### src/rtl/wb_pkg.sv
// Shared types for the Wishbone arbiter slice.
package wb_pkg;

    typedef enum logic [1:0] {
        IDLE,
        OWN_I,
        OWN_D
    } wb_grant_t;

    localparam int WB_NUM_MASTERS = 2;

    function automatic wb_grant_t wb_other(wb_grant_t g);
        return (g == OWN_I) ? OWN_D : OWN_I;
    endfunction

endpackage

### src/rtl/wishbone.sv
// Wishbone classic bus bundle.
interface wishbone #(
    parameter int XLEN = 32
);
    logic              cyc;
    logic              stb;
    logic              we;
    logic [XLEN/8-1:0] sel;
    logic [XLEN-1:0]   adr;
    logic [XLEN-1:0]   dat_w;
    logic [XLEN-1:0]   dat_r;
    logic              ack;
    logic              err;

    modport MASTER (
        output cyc, stb, we, sel, adr, dat_w,
        input  dat_r, ack, err
    );

    modport SLAVE (
        input  cyc, stb, we, sel, adr, dat_w,
        output dat_r, ack, err
    );
endinterface

### src/rtl/wb_watchdog.sv
// Per-transfer watchdog; fires on the TIMEOUT-th unanswered strobed cycle.
module wb_watchdog #(
    parameter int TIMEOUT = 255
) (
    input  logic clk,
    input  logic rst_n,
    input  logic active,
    input  logic done,
    output logic expired
);
    localparam logic [15:0] LAST = 16'(TIMEOUT - 1);

    logic [15:0] cnt;

    // cnt holds the number of earlier strobed cycles in this run
    assign expired = active && !done && (cnt == LAST);

    always_ff @(posedge clk or negedge rst_n) begin
        if (!rst_n) begin
            cnt <= '0;
        end else if (!active || done || expired) begin
            cnt <= '0;
        end else begin
            cnt <= cnt + 16'd1;
        end
    end
endmodule

### src/rtl/wb_arbiter.sv
// Round-robin two-master Wishbone arbiter, grant held per cyc,
// with a watchdog turning a hung slave into err.
module wb_arbiter
    import wb_pkg::*;
#(
    parameter int XLEN    = 32,
    parameter int TIMEOUT = 255
) (
    input logic    clk,
    input logic    rst_n,
    wishbone.SLAVE  instr_m,
    wishbone.SLAVE  data_m,
    wishbone.MASTER mem_s
);
    localparam int SELW = XLEN / 8;

    wb_grant_t state;
    wb_grant_t state_nxt;
    wb_grant_t last_grant;

    logic            own_i;
    logic            own_d;
    logic            expired;
    logic            owner_stb;
    logic            slave_done;
    logic            cyc_m;
    logic            stb_m;
    logic            we_m;
    logic [SELW-1:0] sel_m;
    logic [XLEN-1:0] adr_m;
    logic [XLEN-1:0] dat_m;

    assign own_i = (state == OWN_I);
    assign own_d = (state == OWN_D);

    always_ff @(posedge clk or negedge rst_n) begin
        if (!rst_n) begin
            state      <= IDLE;
            last_grant <= OWN_D;
        end else begin
            state <= state_nxt;
            if (state_nxt != IDLE && state_nxt != state) begin
                last_grant <= state_nxt;
            end
        end
    end

    always_comb begin
        state_nxt = state;
        unique case (state)
            IDLE: begin
                if (instr_m.cyc && data_m.cyc) begin
                    state_nxt = wb_other(last_grant);
                end else if (instr_m.cyc) begin
                    state_nxt = OWN_I;
                end else if (data_m.cyc) begin
                    state_nxt = OWN_D;
                end
            end
            OWN_I: begin
                if (!instr_m.cyc) begin
                    state_nxt = data_m.cyc ? OWN_D : IDLE;
                end
            end
            OWN_D: begin
                if (!data_m.cyc) begin
                    state_nxt = instr_m.cyc ? OWN_I : IDLE;
                end
            end
            default: state_nxt = IDLE;
        endcase
    end

    always_comb begin
        cyc_m = 1'b0;
        stb_m = 1'b0;
        we_m  = 1'b0;
        sel_m = '0;
        adr_m = '0;
        dat_m = '0;
        unique case (1'b1)
            own_i: begin
                cyc_m = instr_m.cyc;
                stb_m = instr_m.stb;
                we_m  = instr_m.we;
                sel_m = instr_m.sel;
                adr_m = instr_m.adr;
                dat_m = instr_m.dat_w;
            end
            own_d: begin
                cyc_m = data_m.cyc;
                stb_m = data_m.stb;
                we_m  = data_m.we;
                sel_m = data_m.sel;
                adr_m = data_m.adr;
                dat_m = data_m.dat_w;
            end
            default: ;
        endcase
    end

    assign owner_stb  = stb_m;
    assign slave_done = mem_s.ack || mem_s.err;

    wb_watchdog #(
        .TIMEOUT (TIMEOUT)
    ) u_wdog (
        .clk     (clk),
        .rst_n   (rst_n),
        .active  (owner_stb),
        .done    (slave_done),
        .expired (expired)
    );

    assign mem_s.cyc   = cyc_m;
    assign mem_s.stb   = stb_m && !expired;
    assign mem_s.we    = we_m;
    assign mem_s.sel   = sel_m;
    assign mem_s.adr   = adr_m;
    assign mem_s.dat_w = dat_m;

    assign instr_m.dat_r = mem_s.dat_r;
    assign data_m.dat_r  = mem_s.dat_r;
    assign instr_m.ack   = own_i && mem_s.ack;
    assign data_m.ack    = own_d && mem_s.ack;
    assign instr_m.err   = own_i && (mem_s.err || expired);
    assign data_m.err    = own_d && (mem_s.err || expired);
endmodule

### src/flat_wrapper.sv
// flat-port wrapper written by rule: the top's interface ports become plain ports
module wb_arbiter_flat import wb_pkg::*;
#(
    parameter int XLEN    = 32,
    parameter int TIMEOUT = 255
)
  (clk, rst_n, instr_m_cyc, instr_m_stb, instr_m_we, instr_m_sel, instr_m_adr, instr_m_dat_w, instr_m_dat_r, instr_m_ack, instr_m_err, data_m_cyc, data_m_stb, data_m_we, data_m_sel, data_m_adr, data_m_dat_w, data_m_dat_r, data_m_ack, data_m_err, mem_s_cyc, mem_s_stb, mem_s_we, mem_s_sel, mem_s_adr, mem_s_dat_w, mem_s_dat_r, mem_s_ack, mem_s_err);
  wishbone #(.XLEN(XLEN)) instr_m_i ();
  wishbone #(.XLEN(XLEN)) data_m_i ();
  wishbone #(.XLEN(XLEN)) mem_s_i ();
  input logic clk;
  input logic rst_n;
  input wire logic [$bits(instr_m_i.cyc)-1:0] instr_m_cyc;
  input wire logic [$bits(instr_m_i.stb)-1:0] instr_m_stb;
  input wire logic [$bits(instr_m_i.we)-1:0] instr_m_we;
  input wire logic [$bits(instr_m_i.sel)-1:0] instr_m_sel;
  input wire logic [$bits(instr_m_i.adr)-1:0] instr_m_adr;
  input wire logic [$bits(instr_m_i.dat_w)-1:0] instr_m_dat_w;
  output wire logic [$bits(instr_m_i.dat_r)-1:0] instr_m_dat_r;
  output wire logic [$bits(instr_m_i.ack)-1:0] instr_m_ack;
  output wire logic [$bits(instr_m_i.err)-1:0] instr_m_err;
  input wire logic [$bits(data_m_i.cyc)-1:0] data_m_cyc;
  input wire logic [$bits(data_m_i.stb)-1:0] data_m_stb;
  input wire logic [$bits(data_m_i.we)-1:0] data_m_we;
  input wire logic [$bits(data_m_i.sel)-1:0] data_m_sel;
  input wire logic [$bits(data_m_i.adr)-1:0] data_m_adr;
  input wire logic [$bits(data_m_i.dat_w)-1:0] data_m_dat_w;
  output wire logic [$bits(data_m_i.dat_r)-1:0] data_m_dat_r;
  output wire logic [$bits(data_m_i.ack)-1:0] data_m_ack;
  output wire logic [$bits(data_m_i.err)-1:0] data_m_err;
  output wire logic [$bits(mem_s_i.cyc)-1:0] mem_s_cyc;
  output wire logic [$bits(mem_s_i.stb)-1:0] mem_s_stb;
  output wire logic [$bits(mem_s_i.we)-1:0] mem_s_we;
  output wire logic [$bits(mem_s_i.sel)-1:0] mem_s_sel;
  output wire logic [$bits(mem_s_i.adr)-1:0] mem_s_adr;
  output wire logic [$bits(mem_s_i.dat_w)-1:0] mem_s_dat_w;
  input wire logic [$bits(mem_s_i.dat_r)-1:0] mem_s_dat_r;
  input wire logic [$bits(mem_s_i.ack)-1:0] mem_s_ack;
  input wire logic [$bits(mem_s_i.err)-1:0] mem_s_err;
  assign instr_m_i.cyc = instr_m_cyc;
  assign instr_m_i.stb = instr_m_stb;
  assign instr_m_i.we = instr_m_we;
  assign instr_m_i.sel = instr_m_sel;
  assign instr_m_i.adr = instr_m_adr;
  assign instr_m_i.dat_w = instr_m_dat_w;
  assign instr_m_dat_r = instr_m_i.dat_r;
  assign instr_m_ack = instr_m_i.ack;
  assign instr_m_err = instr_m_i.err;
  assign data_m_i.cyc = data_m_cyc;
  assign data_m_i.stb = data_m_stb;
  assign data_m_i.we = data_m_we;
  assign data_m_i.sel = data_m_sel;
  assign data_m_i.adr = data_m_adr;
  assign data_m_i.dat_w = data_m_dat_w;
  assign data_m_dat_r = data_m_i.dat_r;
  assign data_m_ack = data_m_i.ack;
  assign data_m_err = data_m_i.err;
  assign mem_s_cyc = mem_s_i.cyc;
  assign mem_s_stb = mem_s_i.stb;
  assign mem_s_we = mem_s_i.we;
  assign mem_s_sel = mem_s_i.sel;
  assign mem_s_adr = mem_s_i.adr;
  assign mem_s_dat_w = mem_s_i.dat_w;
  assign mem_s_i.dat_r = mem_s_dat_r;
  assign mem_s_i.ack = mem_s_ack;
  assign mem_s_i.err = mem_s_err;
  wb_arbiter #(.XLEN(XLEN), .TIMEOUT(TIMEOUT)) u_core (.clk(clk), .rst_n(rst_n), .instr_m(instr_m_i), .data_m(data_m_i), .mem_s(mem_s_i));
endmodule
### config.mk
export PLATFORM = sky130hd
export DESIGN_NAME = wb_arbiter_flat
export DESIGN_NICKNAME = d
export VERILOG_FILES = /design/src/rtl/wb_pkg.sv /design/src/rtl/wishbone.sv /design/src/rtl/wb_watchdog.sv /design/src/rtl/wb_arbiter.sv /design/src/flat_wrapper.sv
export SDC_FILE = /design/constraint.sdc
export NUM_CORES = 1
export LEC_CHECK = 0
export ABC_AREA = 1
export BUFFER_PORTS_ARGS = -buffer_cell sky130_fd_sc_hd__buf_4
export CORE_AREA = 5 5 119 121
export DETAILED_ROUTE_END_ITERATION = 16
export DIE_AREA = 0 0 124 126
export SLEW_MARGIN = 30
export SYNTH_ARGS = -nofsm -noshare
export SYNTH_HDL_FRONTEND = slang
export SYNTH_HIERARCHICAL = 1
export SYNTH_SLANG_ARGS = --single-unit
### constraint.sdc
create_clock -name clk -period 2 [get_ports clk]
set_input_delay 0.3 -clock clk [delete_from_list [all_inputs] [get_ports clk]]
set_output_delay 0.3 -clock clk [all_outputs]
set_load 0.02 [all_outputs]
==> results of run 1 <==
[layer usage]
metal | global-route usage [%] | vias to the layer above | wire [um]
li1 | - | 1786 | -
met1 | 17.89 | 1559 | 5505
met2 | 24.21 | 154 | 6757
met3 | 4.843 | 10 | 1264
met4 | 2.191 | 0 | 85
met5 | 0 | - | 0
[flip-flops by register name, summed over array words and instances, names as in the netlist]
signal / flops
u_core/u_wdog/cnt: 16
u_core/state: 2
u_core/last_grant: 2
[power breakdown]
| group | internal [W] | total [W] | switching (W) |
|---|---|---|---|
| clock | 0.000397 | 0.000557 | 0.000160 |
| combinational | 0.00207 | 0.00474 | 0.00268 |
| sequential | 0.000449 | 0.000484 | 0.0000360 |
[cell type report]
type | instances | area [sq um]
multi-input combinational | 348 | 1790
inverter | 27 | 106.4
timing repair buffer | 255 | 2208
clock buffer | 3 | 75.07
fill | 1431 | 8046
sequential | 20 | 503.0
clock inverter | 1 | 30.03
tap | 176 | 220.2
[synth_stat cells]
library cell  count  share of area [%]
a21oi_1          73                 13
a22o_1            1               0.32
buf_4            64                 17
buf_6             3                1.2
clkbuf_1         21                2.9
clkinv_1          1               0.14
dfrtp_1          19                 17
dfstp_2           1               0.95
ha_1              7                3.2
inv_1            22                3.0
inv_2             4               0.54
nand2_1         197                 27
nand2_2           3               0.68
nand3_1           8                1.4
nand3_2           2               0.72
nand4_1           4               0.91
nor2_1           35                4.8
nor2_2            1               0.23
nor3_1            2               0.36
o21ai_0           1               0.18
o21ai_1           2               0.36
o21bai_1          3               0.82
or2_2             1               0.23
xnor2_1           3               0.95
xor2_1            5                1.6
[cells by family (layout without fill, tap and decap cells)]
| family | Yosys count | in the layout | share of synthesized area [%] |
|---|---|---|---|
| AOI/OAI and AO/OA | 80 | 80 | 14.90 |
| xor gates and xnor gates | 8 | 8 | 2.536 |
| adders and majority gates | 7 | 7 | 3.170 |
| buffers and inverters | 115 | 286 | 25.14 |
| DFF | 20 | 20 | 18.16 |
| and+or+nand+nor | 253 | 253 | 36.10 |
[worst paths after layout]
check	to	slack (ns)
setup reg to reg	u_core/last_grant[0]$_DFFE_PN0P_	0.13
setup / recovery	data_m_err	-0.13
min in group clk	u_core/last_grant[1]$_DFFE_PN1P_	0.49
hold reg to reg	u_core/last_grant[1]$_DFFE_PN1P_	0.49
max in group asynchronous	u_core/last_grant[1]$_DFFE_PN1P_	1.27
hold / removal	u_core/u_wdog/cnt[14]$_DFF_PN0_	0.46
[worst max-delay path, delay by kind of cell, from the launching register on]
family,cells,cell delay (ns)
DFF,1,0.45
buffers and inverters,5,0.41
and+or+nand+nor,2,0.28
AOI/OAI and AO/OA,2,0.27
adders and majority gates,1,0.16
[what timing repair did]
action,CTS,global route
pin swaps,1,7
endpoints found under the setup margin,59,68
cloned,0,9
buffers inserted,4,9
endpoints found under the hold margin,19,0
hold buffers,1,0
resized for setup,14,70
[through the flow]
stage	utilization (%)	total power, W	TNS, ns
2_1_floorplan	-	0.002705	0
3_3_place_gp	32.50	0.004171	0
3_5_place_dp	32.50	0.004178	0
4_1_cts	34.01	0.004867	-0.8917
5_1_grt	38.01	0.006147	-2.656
6_report	38.01	0.005783	-0.5032
==> results.ini, run 1 <==
[outcome]
status=finished, violations left
violations=negative setup slack

[cells_and_area]
antenna_cells=0
num-nets-final=840
final_cell_count_no_fill=830
drive_gt1_share_pct=49.85
final_cell_mix=buf_4, nand2_1, a21oi_1
syn_to_final_growth_pct=78.58
stdcell_area_sq_mm=0.004933
final_common_cell=buf_4

[die]
initial_core_util_pct=21.28
die_area_sq_mm=0.01562
ios=317
fp.dieH_um=126
die_w_um=124
rows=42
core_area_sq_mm=0.01298

[clocking]
htreeDepth=1
cts_tree=done
cts_buffer_depth=2
cts.sinks=20
clk_pin_slew_ns=0.06
insertion_delay_ns=0.26
cts_buffers=3
root_buffer=clkbuf_16

[timing]
hold_viol_final=0
rsz0062_at_grt=true
fin_crit_sh_pct=106.4
setup_viol=17
period_minus_slack_ns=2.129
worstMarginPinSlew_ns=0.3247
layout_setup_ws_ns=-0.1289
fmax_ghz=0.4697
skew_ns=0.003261
whs_ns=0.4563
slew_violations=0
max_slew_margin_pct=78.28

[place]
io_buffers=220
dp_slack_ns=0.01845
place.gp.congestion=0.8530
dpl.cell_count=803
place_area_sq_mm=0.004219
post-dp-hpwl_um=10210

[synth]
synthCells=483
syn_area_sq_mm=0.002763
yosysUniqueCellTypes=25
synth-seq-cells=20
yosysWarnings=6
synthesis.nets=668
ys_seq_area_share_pct=18.16
syn_avg_cell_area_sq_um=5.720

[run]
maxCapViolCount=0

[setup_path]
slowest_stage=dfrtp_2
worstSetupPathType=flop to output pin
crit_start=u_core/state[0]$_DFF_PN0_
startpoint_type=flop
max_stage_delay_ns=0.45
crit_path_max_fanout=4
endpoint_kind=output pin
r2r_cells=17
cp.arrival_ns=1.83
cp.required_ns=1.70
r2r_start=u_core/state[0]$_DFF_PN0_
cp_common_cell=inv_2
path_cells=inv_4, ha_4, a22o_1, inv_2, nor2_2, inv_2, nor3_4, inv_2, a21oi_4, buf_6

[power]
ir_worst_vdd_mv=0.5945
power.density_mw_per_mm2=1172
leakagePower_nw=2.278

[grt]
grt_pass1_wl_um=17570
grt_overflow=0
antenna_found_initial=0
grt.total_usage_pct=14.31
grt_pass1_vias=3236
grt_max_degree=46

[route]
avgViaCountPerCell=4.228
routed_wl_um=13610
drt_iter0_markers=196
antenna_left=0
dr_total_vias=3509
wl_per_cell_um=16.40
dr.pass1.iters=4
drc_errors=0

[worst_hold_path]
min_path_type=input pin to async pin

(Power assumes the default switching activity.)
==> run 2: changes to the inputs <==
--- a/config.mk
+++ b/config.mk
@@ -10,6 +10,7 @@
 export CORE_AREA = 5 5 119 121
 export DETAILED_ROUTE_END_ITERATION = 16
 export DIE_AREA = 0 0 124 126
+export SETUP_SLACK_MARGIN = 0.5
 export SLEW_MARGIN = 30
 export SYNTH_ARGS = -nofsm -noshare
 export SYNTH_HDL_FRONTEND = slang
==> results.ini, run 2 (same netlist as run 1, synthesis figures left out) <==
[setup_path]
cp.required_ns=1.70
rrSetupSlack_ns=0.10
rr_endpoint=u_core/last_grant[0]$_DFFE_PN0P_
cp.arrival_ns=1.84
crit_path_max_fanout=4
startpoint_type=flop
r2r_start=u_core/state[0]$_DFF_PN0_
r2r_cells=15
worstSetupPathType=flop to output pin
endpoint_kind=output pin

[timing]
setup_viol=45
whs_ns=0.4711
hold_viol_final=0
period_minus_slack_ns=2.137
fmax_ghz=0.4679
slew_violations=0
rsz0062_at_grt=true
layout_setup_ws_ns=-0.1374
worstMarginPinSlew_ns=0.2708
skew_ns=0.004366
fin_crit_sh_pct=106.9
max_slew_margin_pct=81.95

[die]
die_w_um=124
rows=42
ios=317
fp.dieH_um=126
core_area_sq_mm=0.01298
initial_core_util_pct=21.28
die_area_sq_mm=0.01562

[power]
power.total_w=0.005831
p_sw_share_pct=50.77
p_sw_w=0.002960
clkPwrFrac_pct=9.5
p_seq_share_pct=8.4
internal-power_w=0.002871
power_frac_comb_pct=82.2
power.density_mw_per_mm2=1181
leakagePower_nw=2.212
ir_worst_vdd_mv=0.6718

[grt]
grt_overflow=0
antenna_found_initial=0
grt_pass1_vias=3509
grt_max_degree=38
grt_pass1_wl_um=18730
grt.total_usage_pct=15.32

[place]
io_buffers=220
post-dp-hpwl_um=9486
place_area_sq_mm=0.004507
place.gp.congestion=0.8107
dp_slack_ns=0.08951

[route]
dr_total_vias=3533
dr.pass1.iters=4
drt_iter0_markers=144
routed_wl_um=13080
wl_met1_um=5036
highest-signal-layer=met4
met2_wirelength_um=6495
antenna_left=0
avgViaCountPerCell=4.319
drc_errors=0
wl_per_cell_um=15.99
wl_met3_um=1303

[outcome]
violations=negative setup slack
status=finished, violations left

[clocking]
cts.sinks=20
cts_tree=done
clk_pin_slew_ns=0.06
cts_buffers=3
root_buffer=clkbuf_16
htreeDepth=1
cts_buffer_depth=2
insertion_delay_ns=0.25

[cells_and_area]
antenna_cells=0
num-nets-final=828
final_common_cell=buf_4
largest_reg_flops=16
final_cell_mix=buf_4, nand2_1, a21oi_2
stdcell_area_sq_mm=0.004936
syn_to_final_growth_pct=78.67
drive_gt1_share_pct=52.34
largest_register=u_core/u_wdog/cnt
reg_top3=u_core/u_wdog/cnt (16), u_core/last_grant (2), u_core/state (2)

[run]
maxCapViolCount=0

[worst_hold_path]
min_path_type=input pin to async pin

## run 2: cell types whose count changed in the layout (fill, tap and decap cells not counted), moves of 5 or more
cell	delta
a21oi_1	-34
a21oi_2	+33
buf_16	+5
buf_6	-11
clkbuf_16	-7
nand2_1	+9
nand2_2	-10
## run 2: critical path, cell delays in order, from the launching register on
cell and delay [ns]:
dfrtp_2 0.44, buf_4 0.15, ha_4 0.15, a22o_1 0.18
inv_2 0.08, nor2_1 0.04, inv_1 0.08, nor3_2 0.06
buf_4 0.14, nor3_4 0.13, buf_6 0.15
## run 2: worst max path at each step
stage                  endpoint  slack, ns                 startpoint  depth (start not counted)
global placement      mem_s_stb       0.11  u_core/state[0]$_DFF_PN0_                         10
detailed placement    mem_s_stb       0.09  u_core/state[0]$_DFF_PN0_                         10
CTS                   mem_s_stb      -0.14  u_core/state[0]$_DFF_PN0_                         10
global route        instr_m_err      -0.24  u_core/state[0]$_DFF_PN0_                         10
finish                mem_s_stb      -0.14  u_core/state[0]$_DFF_PN0_                         10
floorplan            data_m_err       0.11  u_core/state[0]$_DFF_PN0_                         10
## run 2: power groups by stage
stage / Sequential [W] / Combinational, W / Clock, W
final: 0.000487 / 0.00479 / 0.000553
after detailed placement: 0.000501 / 0.00411 / 0
after CTS: 0.000487 / 0.00484 / 0.000569
after global routing: 0.000493 / 0.00511 / 0.000588
after floorplan: 0.000507 / 0.00275 / 0
after global placement: 0.000502 / 0.00413 / 0
## run 2: through the flow
stage                     std cells  utilization, %  setup TNS [ns]
after floorplan                 483               -               0
after global placement          801           34.72               0
after detailed placement        801           34.72               0
after CTS                       818           37.99          -4.776
after global routing            818           38.03          -8.626
final                           818           38.03          -3.617
## run 2: repair_timing
action,4_1_cts,5_1_grt
hold buffers,1,0
hold endpoints to repair,19,0
setup endpoints to repair,95,95
pin swaps,3,1
cloned,7,0
setup buffers,5,0
resized for setup,17,1
## run 2: final cells by class
type	count	area, sq um
clock buffer	3	75.07
clock inverter	1	30.03
fill	1354	8044
inverter	27	108.9
multi-input combinational	348	1903
sequential	20	504.2
tap	176	220.2
timing repair buffer	243	2095
## run 2: per-layer routing
layer / GRT usage [%] / up-vias
li1: - / 1769
met1: 17.11 / 1579
met2: 27.84 / 154
met3: 4.484 / 31
met4: 4.317 / 0
met5: 0 / -
==> run 3: changes to the inputs <==
--- a/config.mk
+++ b/config.mk
@@ -8,6 +8,7 @@
 export ABC_AREA = 1
 export BUFFER_PORTS_ARGS = -buffer_cell sky130_fd_sc_hd__buf_4
 export CORE_AREA = 5 5 119 121
+export CTS_BUF_LIST = sky130_fd_sc_hd__clkbuf_16
 export DETAILED_ROUTE_END_ITERATION = 16
 export DIE_AREA = 0 0 124 126
 export SETUP_SLACK_MARGIN = 0.5
==> constraint.sdc (replaced) <==
create_clock -name clk -period 2.7 [get_ports clk]
set_input_delay 0.405 -clock clk [delete_from_list [all_inputs] [get_ports clk]]
set_output_delay 0.405 -clock clk [all_outputs]
set_load 0.02 [all_outputs]
==> results.ini, run 3 (same netlist as run 1, synthesis figures left out) <==
[clocking]
insertion_delay_ns=0.25
cts_hold_buf=0
root_buffer=clkbuf_16
clk_pin_slew_ns=0.06
cts.sinks=20
cts_tree=done
cts_buffers=3
cts_buffer_depth=2
htreeDepth=1

[grt]
grtUsageMet3_pct=4.664
antenna_found_initial=1
top_usage_layer=met2
grt.total_usage_pct=13.70
grt_pass1_vias=3100
grt_pass1_wl_um=17080
grtUsageMet2_pct=24.82
use_met1_pct=15.88
grt_overflow=0
grt_max_degree=73

[setup_path]
max_stage_delay_ns=0.42
cp_common_cell=inv_2
endpoint_kind=output pin
cp.arrival_ns=1.83
cp_top_family=buffers and inverters
slowest_stage=dfrtp_2
path_cells=inv_2, ha_4, a22o_1, inv_2, nor2_2, inv_2, nor3_4, inv_1, a21oi_1, buf_4
cp.required_ns=2.30
crit_path_max_fanout=3
worst-path-buf-inv=5
startpoint_type=flop
worstSetupPathType=flop to output pin

[cells_and_area]
syn_to_final_growth_pct=55.53
antenna_cells=0
stdcell_area_sq_mm=0.004297
drive_gt1_share_pct=40.67
final_common_cell=buf_4
largest_reg_flops=16
num-nets-final=813
final_cell_count_no_fill=803
largest_register=u_core/u_wdog/cnt
reg_top3=u_core/u_wdog/cnt (16), u_core/last_grant (2), u_core/state (2)
final_cell_mix=buf_4, nand2_1, a21oi_1

[route]
avgViaCountPerCell=4.181
dr_total_vias=3357
antenna_left=0
wl_per_cell_um=15.26
drt_iter0_markers=246
routed_wl_um=12260
drc_errors=0
dr.pass1.iters=4

[timing]
fin_crit_sh_pct=82.96
period_minus_slack_ns=2.240
slew_violations=0
hold_viol_final=0
worstMarginPinSlew_ns=0.3618
setup_viol=0
max_slew_margin_pct=75.88
skew_ns=0.002930
rsz0062_at_grt=true
fmax_ghz=0.4465
setup_tns_ns=0

[power]
leakagePower_nw=2.052
ir_worst_vdd_mv=1.148
power.density_mw_per_mm2=790.5

[place]
place.gp.congestion=0.8516
dpl.cell_count=794
io_buffers=220
place_area_sq_mm=0.004106
post-dp-hpwl_um=9648

[worst_hold_path]
min_path_type=input pin to async pin

[die]
fp.dieH_um=126
die_area_sq_mm=0.01562
core_area_sq_mm=0.01298
ios=317
die_w_um=124
initial_core_util_pct=21.28
rows=42

[run]
maxCapViolCount=0

[outcome]
status=complete, no violations

[run 3: changes by cell type in the layout (fill, tap and decap cells not counted), sizes merged]
cell         before  now
buf             239  228
bufbuf            3    0
dlygate4sd3       1    0
[run 3: what timing repair did]
action	in CTS	in global routing
pin swaps	2	1
setup endpoints to repair	73	7
resized for setup	7	7
setup buffers	4	1
[run 3: worst reg2reg max path: stages (launching register included)]
cell	delay, ns
dfrtp_2	0.42
inv_2	0.09
ha_4	0.15
buf_12	0.29
inv_2	0.10
o21ai_1	0.12
nand3_1	0.07
nand2_1	0.07
nand2_1	0.07
nand2_1	0.06
nand2_1	0.04
nand2_1	0.09
nand2_1	0.08
nand2_1	0.06
nand2_1	0.04
[run 3: per-stage QoR]
step                power, W  hold slack, ns  utilization [%]  setup WS, ns
CTS                 0.003397         0.03277            32.89        0.4972
global route        0.003628         0.03798            33.10        0.3543
floorplan           0.001983          0.1094                -        0.4251
finish              0.003396         0.02617            33.10        0.4601
global placement    0.002912          0.3021            31.64        0.5457
detailed placement  0.002911          0.3057            31.64        0.5479
[run 3: where the power goes]
group          leakage, nW  total [W]  switching, W  internal, W
logic                 1.73    0.00263       0.00165     0.000981
clock network       0.0511   0.000406      0.000112     0.000294
registers            0.270   0.000359     0.0000254     0.000334
total                 2.05    0.00340       0.00179      0.00161
[run 3: path summary, 6_finish.rpt]
path	to	slack, ns	from	cells after the start
hold / removal	u_core/u_wdog/cnt[11]$_DFF_PN0_	0.03	rst_n	1
hold reg to reg	u_core/last_grant[1]$_DFFE_PN1P_	0.52	u_core/last_grant[1]$_DFFE_PN1P_	2
setup / recovery	instr_m_err	0.46	u_core/state[0]$_DFF_PN0_	10
max in group asynchronous	u_core/last_grant[1]$_DFFE_PN1P_	2.40	rst_n	1
setup reg to reg	u_core/last_grant[0]$_DFFE_PN0P_	0.83	u_core/state[0]$_DFF_PN0_	14
min in group clk	u_core/last_grant[1]$_DFFE_PN1P_	0.52	u_core/last_grant[1]$_DFFE_PN1P_	2
[run 3: routing by layer]
metal / wire [um] / up-vias
li1: - / 1731
met1: 4552 / 1442
met2: 6263 / 174
met3: 1336 / 8
met4: 90 / 2
met5: 13 / -
[run 3: area by class of cell]
cell class | instances | area (sq um)
Inverter | 27 | 103.9
Clock inverter | 1 | 30.03
Clock buffer | 3 | 75.07
Fill cell | 1439 | 8683
Multi-Input combinational cell | 348 | 1610
Sequential cell | 20 | 504.2
Tap cell | 176 | 220.2
Timing Repair Buffer | 228 | 1753
